## src/rtl/mf_disp_ahb_cmd_bridge_pkg.sv

```systemverilog
// Register map, AHB encodings and bridge state encoding shared by the
// display command bridge and its users.
package mf_disp_ahb_cmd_bridge_pkg;

  localparam logic [7:0] OFS_CTL0   = 8'h00;
  localparam logic [7:0] OFS_CTL1   = 8'h04;
  localparam logic [7:0] OFS_STATUS = 8'h08;
  localparam logic [7:0] OFS_CTL9   = 8'h24;

  localparam logic [1:0] HTRANS_IDLE   = 2'b00;
  localparam logic [1:0] HTRANS_BUSY   = 2'b01;
  localparam logic [1:0] HTRANS_NONSEQ = 2'b10;
  localparam logic [1:0] HTRANS_SEQ    = 2'b11;

  localparam logic [2:0] HSIZE_WORD = 3'b010;

  typedef enum logic [2:0] {
    ST_IDLE = 3'd0,
    ST_RD   = 3'd1,
    ST_WR   = 3'd2,
    ST_ERR1 = 3'd3,
    ST_ERR2 = 3'd4
  } bridge_st_e;

  // Only aligned word accesses inside the decoded register window are legal.
  function automatic logic xfer_err(input logic [2:0] size,
                                    input logic [7:0] ofs,
                                    input logic [7:0] span);
    return (size != HSIZE_WORD) || (ofs[1:0] != 2'b00) || (ofs > span);
  endfunction

endpackage

```

## src/rtl/mf_disp_ahb_cmd_bridge.sv

```systemverilog
// AHB-Lite slave that forwards register writes to the command register block
// through a one-entry buffer and serves CTL0 shadow / STATUS read-back.
module mf_disp_ahb_cmd_bridge
  import mf_disp_ahb_cmd_bridge_pkg::*;
#(
  parameter logic [7:0]  REG_SPAN = OFS_CTL9,
  parameter int unsigned FCNT_W   = 16
) (
  input  logic        sys_clk,
  input  logic        resetn,
  input  logic        HSEL,
  input  logic [31:0] HADDR,
  input  logic [1:0]  HTRANS,
  input  logic        HWRITE,
  input  logic [2:0]  HSIZE,
  input  logic [31:0] HWDATA,
  input  logic        HREADY,
  output logic [31:0] HRDATA,
  output logic        HREADYOUT,
  output logic        HRESP,
  output logic        cmd_wr_vld,
  output logic [7:0]  cmd_wr_addr,
  output logic [31:0] cmd_wr_data,
  input  logic        cmd_wr_rdy,
  input  logic        disp_frame_done,
  input  logic        disp_busy
);

  // state   | meaning
  // ST_IDLE | no data phase active
  // ST_RD   | read data phase, zero wait
  // ST_WR   | write data phase, waits while buffer is full and sink stalls
  // ST_ERR1 | first error cycle (HREADYOUT=0, HRESP=1)
  // ST_ERR2 | second error cycle (HREADYOUT=1, HRESP=1)
  bridge_st_e state_q;
  logic [7:0] ofs_q;

  logic              pend_q, pend_d;
  logic [7:0]        cmd_addr_q, cmd_addr_d;
  logic [31:0]       cmd_data_q, cmd_data_d;
  logic [2:0]        shadow_q, shadow_d;
  logic [FCNT_W-1:0] fcnt_q;
  logic [15:0]       fcnt_ext;

  logic addr_acc;
  logic addr_err;
  logic wr_is_status;
  logic wr_ok;
  logic wr_done;
  logic buf_load;
  logic status_clr;
  logic addr_unused;

  assign addr_unused = ^{HADDR[31:8], HTRANS[0]};

  assign addr_acc     = HSEL & HREADY & HTRANS[1];
  assign addr_err     = xfer_err(HSIZE, HADDR[7:0], REG_SPAN);
  assign wr_is_status = (ofs_q == OFS_STATUS);
  assign wr_ok        = wr_is_status | ~pend_q | cmd_wr_rdy;
  assign wr_done      = (state_q == ST_WR) & wr_ok;
  assign buf_load     = wr_done & ~wr_is_status;
  assign status_clr   = wr_done & wr_is_status & HWDATA[0];

  always_ff @(posedge sys_clk or negedge resetn) begin
    if (!resetn) begin
      state_q <= ST_IDLE;
      ofs_q   <= 8'h00;
    end else begin
      case (state_q)
        ST_ERR1: state_q <= ST_ERR2;
        default: begin
          if (HREADY) begin
            if (addr_acc) begin
              ofs_q <= HADDR[7:0];
              if (addr_err)    state_q <= ST_ERR1;
              else if (HWRITE) state_q <= ST_WR;
              else             state_q <= ST_RD;
            end else begin
              state_q <= ST_IDLE;
            end
          end
        end
      endcase
    end
  end

  always_comb begin
    HREADYOUT = 1'b1;
    case (state_q)
      ST_WR:   HREADYOUT = wr_ok;
      ST_ERR1: HREADYOUT = 1'b0;
      default: HREADYOUT = 1'b1;
    endcase
  end

  assign HRESP = (state_q == ST_ERR1) | (state_q == ST_ERR2);

  // A reload in the same cycle as an accept keeps the entry valid.
  always_comb begin
    pend_d     = pend_q;
    cmd_addr_d = cmd_addr_q;
    cmd_data_d = cmd_data_q;
    shadow_d   = shadow_q;
    if (pend_q && cmd_wr_rdy) pend_d = 1'b0;
    if (buf_load) begin
      pend_d     = 1'b1;
      cmd_addr_d = ofs_q;
      cmd_data_d = HWDATA;
      if (ofs_q == OFS_CTL0) shadow_d = HWDATA[2:0];
    end
  end

  always_ff @(posedge sys_clk or negedge resetn) begin
    if (!resetn) begin
      pend_q     <= 1'b0;
      cmd_addr_q <= 8'h00;
      cmd_data_q <= 32'h0;
      shadow_q   <= 3'b000;
    end else begin
      pend_q     <= pend_d;
      cmd_addr_q <= cmd_addr_d;
      cmd_data_q <= cmd_data_d;
      shadow_q   <= shadow_d;
    end
  end

  assign cmd_wr_vld  = pend_q;
  assign cmd_wr_addr = cmd_addr_q;
  assign cmd_wr_data = cmd_data_q;

  always_ff @(posedge sys_clk or negedge resetn) begin
    if (!resetn) begin
      fcnt_q <= '0;
    end else if (status_clr) begin
      fcnt_q <= '0;
    end else if (disp_frame_done) begin
      fcnt_q <= fcnt_q + 1'b1;
    end
  end

  always_comb begin
    fcnt_ext             = '0;
    fcnt_ext[FCNT_W-1:0] = fcnt_q;
  end

  always_comb begin
    HRDATA = 32'h0;
    if (state_q == ST_RD) begin
      case (ofs_q)
        OFS_CTL0:   HRDATA = {29'b0, shadow_q};
        OFS_STATUS: HRDATA = {fcnt_ext, 14'b0, pend_q, disp_busy};
        default:    HRDATA = 32'h0;
      endcase
    end
  end

endmodule

```

## config.mk

```make
export PLATFORM = sky130hd
export DESIGN_NAME = mf_disp_ahb_cmd_bridge
export DESIGN_NICKNAME = d
export VERILOG_FILES = /design/src/rtl/mf_disp_ahb_cmd_bridge_pkg.sv /design/src/rtl/mf_disp_ahb_cmd_bridge.sv
export SDC_FILE = /design/constraint.sdc
export NUM_CORES = 1
export LEC_CHECK = 0
export ABC_AREA = 1
export CORE_MARGIN = 8
export CORE_UTILIZATION = 42
export CTS_CLUSTER_DIAMETER = 100
export DETAILED_ROUTE_END_ITERATION = 8
export PLACE_DENSITY_LB_ADDON = 0.25
export SYNTH_ARGS = -nofsm -noshare
export SYNTH_HDL_FRONTEND = slang
export SYNTH_SLANG_ARGS = --single-unit
```

## constraint.sdc

```tcl
create_clock -name sys_clk -period 1.5 [get_ports sys_clk]
set_clock_uncertainty 0.1 [all_clocks]
set_input_delay 0.15 -clock sys_clk [delete_from_list [all_inputs] [get_ports sys_clk]]
set_output_delay 0.15 -clock sys_clk [all_outputs]
set_load 0.02 [all_outputs]
```

Word level (Yosys, flattened, before mapping). Cells that the tools add are included.

Register bits: 71. Input bits: 77. Output and inout port bits: 75. Word-level logic and storage cells: 49.

Reduce and logical (&&, ||, !) cells: 10. Muxes and demuxes: 12. Magnitude comparators: 1. Equality and inequality tests: 6. Add/sub/neg operators: 1. Bitwise gates (word level): 12.

Operators by type and width (count): $pmux 32 s2 (1); $mux 16 (2); $mux 32 (1); $add 16x1->16 const B (1); $mux 3 (3); $eq 8x4->1 const B (1); $gt 8x6->1 const B (1); $logic_not 8->1 (1); $reduce_bool 2->1 (4); $and 1x1->1 (6); $eq 3x2->1 const B (2); $mux 2 (2); $eq 3x1->1 const B (1); $eq 3x3->1 const B (1); $ne 3x2->1 const B (1); $not 1->1 (3); $or 1x1->1 (3); $reduce_and 3->1 (1); $logic_or 1x1->1 (2); $mux 1 (2); $pmux 1 s2 (1); $reduce_and 2->1 (1); $logic_and 1x1->1 (1).

Logic depth before layout (Yosys ltp). Gate-level depths: netlist of run 1.

Depth after elaboration: 7. Gate-level depth with buffers: 9. Depth with buffers taken out: 8.

Worst setup path before layout of run 1. No wires, ideal clock.

Kind: flip-flop to output port. From: register ofs_q[2]. To: output port HRDATA[19]. Stages on the path, launching flop included: 8. Required time: 1250 ps. Data arrival time: 1436 ps. Path buffers: 2. Slack: -186 ps. Path through: dfrtp_1 > inv_1 > nand2_1 > nor2_1 > nand2_1 > buf_4 > buf_6 > nor3_1.

Word-level cells in the longest chain between the ends: 3. Elaborated cells on any way between the ends: 4. Classes of those cells: 1 x eq/ne; 2 x mux; 1 x reduce/logical.

Ends and longest elaborated chain: start: declaration (RTL line mf_disp_ahb_cmd_bridge.sv:36) `logic [7:0] ofs_q;`; start signal: assignment (RTL line mf_disp_ahb_cmd_bridge.sv:74) `ofs_q <= HADDR[7:0];`; $eq 8x4->1 / $logic_not 8->1 (equally long branches) (RTL line mf_disp_ahb_cmd_bridge.sv:149) `case (ofs_q)`; $pmux 32 s2 * (RTL line mf_disp_ahb_cmd_bridge.sv:149); $mux 32 * (RTL line mf_disp_ahb_cmd_bridge.sv:148) `if (state_q == ST_RD) begin`; end: declaration (RTL line mf_disp_ahb_cmd_bridge.sv:18) `output logic [31:0] HRDATA,`.

Every way passes the cells marked *; elsewhere a longest branch is shown, timed or not.

Worst setup path in the final report of run 1.
From: register ofs_q[6]. To: output port HRDATA[1].

Same word-level chain as after synthesis.

==> results by group, run 1 <==
Placement
  • Area after detailed placement: 5100 um^2
  • Number of buffers added on ports: 113
  • Sum of net half-perimeters after detailed placement: 6830 um
  • Weighted congestion reported at the end of routability-driven placement: 0.821

Floorplan
  • Number of top-level pins: 152
  • DIE HEIGHT: 106 um
  • Starting density of the core: 42.6%
  • Width of the die: 106 um
  • Row count: 33
  • Core region area: 8050 um^2
  • Die Outline Area: 11300 um^2

Synthesis
  • Synthesized area per cell: 7.94 um^2
  • Synth Cell Area: 3430 um^2
  • Flip-flop and latch count after synthesis: 71
  • Sequential share of the synthesized area: 51.8%
  • Cell count after synthesis: 432
  • Yosys Warn Count: 0
  • Synth unique cells: 27

Global routing
  • Maximum number of pins on one net before global-route repair: 72
  • First-pass GRT wire length: 16400 um
  • Antenna violations before repair: 0
  • Number of global-route vias before repair: 3510
  • Global-route usage over all layers: 17.7%
  • Remaining global-route overflow: 0

Power
  • Total power consumption of the routed design: 7.47 mW
  • Total power per unit cell area: 1230 nW/um^2
  • Leak pwr: 3.15 nW
  • Worst-case vdd ir drop: 0.983 mV

Clock network
  • Clock-pin slew on the worst setup and hold paths: 70 ps
  • CTS tree: built
  • Number of clock sinks: 71
  • Htree depth: 3
  • Clk root buf: sky130_fd_sc_hd__clkbuf_8
  • Number of clock buffers inserted by TritonCTS: 9
  • Max Buffers Root-to-Sink: 2
  • Clock insertion delay at the later pin of the skew report: 350 ps

Route
  • Routed length per instance: 14.3 um
  • Vias per inst: 4.65
  • Antenna Violating Nets Remaining: 0
  • Vias post-DR: 3401
  • Detailed Route WL: 10400 um
  • Pre-Repair DR Iteration Count: 5
  • Number of remaining DRC errors: 0
  • Number of DRC violations after detailed-routing iteration 0: 92

STA
  • Top achievable clock speed: 0.524 GHz
  • Setup slack after layout: -407 ps
  • Fin crit period: 1910 ps
  • Finish-stage setup viols: 81
  • Count of final hold-check violations: 0
  • Post-route fraction of the period consumed by the critical path: 127%
  • Fin. max-slew vios: 0
  • Setup repair after global routing missed its margin: yes

Worst setup path
  • Maximum net fanout on the critical path: 13
  • Type of the worst setup path: flip-flop to primary output
  • Arr. time, crit path: 1660 ps
  • Startpoint Class: flip-flop
  • Kind of end point of the critical path: primary output
  • Data required time at the worst endpoint: 1250 ps

Final layout
  • Area used by multi-input combinational logic: 1570 um^2
  • Filler Cell Count: 605
  • Sequential cell area in the final layout: 1780 um^2
  • Finished Cell Area: 6060 um^2
  • Area growth from synthesis to layout: 76.7%
  • Net total in the final layout: 701
  • Diode insertion count for antenna repair: 0
  • Share of final-layout standard cells stronger than drive strength 1: 32.4%
  • Utilization of the core after routing: 75.3%

Outcome
  • Run status: finished, violations left
  • Violations in the final reports: setup timing

Hold path
  • Worst min-delay path class: input pin to async pin

Job
  • Count of maximum capacitance violations: 0
-- critical path, cell delays in order, from the launching register on --
cell and delay [ps]:
sky130_fd_sc_hd__dfrtp_1 390, sky130_fd_sc_hd__nor2_1 140, sky130_fd_sc_hd__nand2_1 100, sky130_fd_sc_hd__inv_1 80, sky130_fd_sc_hd__nand2_2 60, sky130_fd_sc_hd__buf_12 150
sky130_fd_sc_hd__inv_2 70, sky130_fd_sc_hd__nand2_1 60, sky130_fd_sc_hd__a21oi_2 140, sky130_fd_sc_hd__buf_6 130
-- metal layers --
metal / vias up / part of all wire, % / track usage, %
li1: 1692 / - / -
met1: 1595 / 40 / 20.4
met2: 96 / 50 / 29.9
met3: 18 / 8.1 / 6.96
met4: 0 / 1.8 / 5.13
met5: - / 0 / 0
-- Yosys cell counts --
library cell               count  area share, %
sky130_fd_sc_hd__nand2_1     112             12
sky130_fd_sc_hd__inv_1        72            7.9
sky130_fd_sc_hd__dfrtp_1      71             52
sky130_fd_sc_hd__o21ai_0      44            6.4
sky130_fd_sc_hd__nor2_1       34            3.7
sky130_fd_sc_hd__nor3_1       18            2.6
sky130_fd_sc_hd__buf_4        15            3.3
sky130_fd_sc_hd__nand3_1      14            2.0
sky130_fd_sc_hd__o21ai_1      10            1.5
sky130_fd_sc_hd__a21oi_1       7            1.0
sky130_fd_sc_hd__nor3b_1       6            1.3
sky130_fd_sc_hd__buf_2         5           0.73
sky130_fd_sc_hd__inv_2         3           0.33
sky130_fd_sc_hd__nor2_4        3           0.98
sky130_fd_sc_hd__clkbuf_1      2           0.22
sky130_fd_sc_hd__clkbuf_2      2           0.29
sky130_fd_sc_hd__nand2_2       2           0.36
sky130_fd_sc_hd__nand4_1       2           0.36
sky130_fd_sc_hd__nor2_2        2           0.36
sky130_fd_sc_hd__buf_1         1           0.11
sky130_fd_sc_hd__buf_6         1           0.33
sky130_fd_sc_hd__conb_1        1           0.11
sky130_fd_sc_hd__ha_1          1           0.36
sky130_fd_sc_hd__nand3_2       1           0.29
sky130_fd_sc_hd__nand3_4       1           0.51
sky130_fd_sc_hd__nor2_8        1           0.58
sky130_fd_sc_hd__xnor2_1       1           0.26
-- state kept, by name, summed over array words and instances, names as in the netlist --
register	count
cmd_wr_data	32
fcnt_ext	16
cmd_wr_addr	8
ofs_q	8
shadow_q	3
state_q	3
cmd_wr_vld	1
-- metrics by stage --
stage          cells  setup TNS [ps]  setup slack (ps)  hold slack [ps]
2_1_floorplan    444            -781              -126             -246
3_3_place_gp     680          -11170              -489             92.1
3_5_place_dp     680          -13750              -556             93.0
4_1_cts          716          -14060              -396              236
5_1_grt          732          -29310              -511              243
6_report         732          -22330              -407              225
-- layout by cell type (no fill, tap or decap), types with 2 or more instances in the layout --
cell                              instances
sky130_fd_sc_hd__buf_16                   6
sky130_fd_sc_hd__nand2_1                 83
sky130_fd_sc_hd__clkinvlp_4               3
sky130_fd_sc_hd__inv_1                   68
sky130_fd_sc_hd__buf_12                  13
sky130_fd_sc_hd__a21oi_1                  5
sky130_fd_sc_hd__clkbuf_8                 9
sky130_fd_sc_hd__nor3_4                  10
sky130_fd_sc_hd__buf_6                   29
sky130_fd_sc_hd__o21ai_2                 21
sky130_fd_sc_hd__conb_1                  13
sky130_fd_sc_hd__dlygate4sd2_1           41
sky130_fd_sc_hd__a21oi_2                  2
sky130_fd_sc_hd__o21ai_0                  5
sky130_fd_sc_hd__nor3b_1                  5
sky130_fd_sc_hd__clkdlybuf4s50_1         50
sky130_fd_sc_hd__nand3_2                  2
sky130_fd_sc_hd__dfrtp_1                 71
sky130_fd_sc_hd__nor2_1                  29
sky130_fd_sc_hd__nand4_1                  2
sky130_fd_sc_hd__clkbuf_16                5
sky130_fd_sc_hd__nor2_2                   3
sky130_fd_sc_hd__buf_4                   46
sky130_fd_sc_hd__inv_2                    6
sky130_fd_sc_hd__nor2_4                   7
sky130_fd_sc_hd__nand2_2                 30
sky130_fd_sc_hd__buf_2                    2
sky130_fd_sc_hd__nor3_1                   8
sky130_fd_sc_hd__o21ai_1                 28
sky130_fd_sc_hd__nand3_1                 13
sky130_fd_sc_hd__clkinv_2                 2
-- where the power goes --
| group | switching [mW] | internal (mW) |
|---|---|---|
| Sequential | 0.343 | 2.47 |
| Combinational | 1.72 | 1.45 |
| Clock | 0.731 | 0.752 |
| Total | 2.80 | 4.67 |
-- logic make-up after synthesis --
family | count (synthesis) | synth area share (%)
AOI/OAI and AO/OA | 61 | 8.90
buffers and inverters | 101 | 13.2
other | 1 | 0.109
DFF | 71 | 51.8
xor gates and xnor gates | 1 | 0.255
and+or+nand+nor | 196 | 25.4
adders and majority gates | 1 | 0.365
-- timing repair --
action	CTS	global route
hold endpoints to repair	71	0
endpoints found under the setup margin	118	89
gates cloned	7	5
resized for setup	232	70
buffers inserted	13	13
hold buffers	1	0
pin swaps	4	6
-- layout make-up --
type                       count  share of cell area [%]
timing repair buffer         194                    34.9
sequential                    71                    29.3
inverter                      75                    4.69
clock inverter                 6                    1.03
tap                          105                    2.17
clock buffer                   9                    2.04
multi-input combinational    272                    25.8
-- path summary, 6_finish.rpt --
kind                                  from         endpoint  slack (ps)  cells after the start
max                               ofs_q[6]        HRDATA[1]        -410                      9
min                                 resetn  cmd_wr_data[25]         230                      3
max reg2reg                       ofs_q[6]  cmd_wr_data[26]        -340                     12
min reg2reg                cmd_wr_data[16]  cmd_wr_data[16]         380                      2
max in group asynchronous           resetn         ofs_q[1]         730                      3
min in group sys_clk              HADDR[2]         ofs_q[2]         240                      3
Power figures use the tool's default switching activity.
==> run 2, diff against run 1 <==
--- a/config.mk
+++ b/config.mk
@@ -9,6 +9,7 @@
 export CORE_MARGIN = 8
 export CORE_UTILIZATION = 42
 export CTS_CLUSTER_DIAMETER = 100
+export CTS_CLUSTER_SIZE = 24
 export DETAILED_ROUTE_END_ITERATION = 8
 export PLACE_DENSITY_LB_ADDON = 0.25
 export SYNTH_ARGS = -nofsm -noshare
==> results of run 2 <==
Final layout, timing and power as in run 1 (identical DEF).
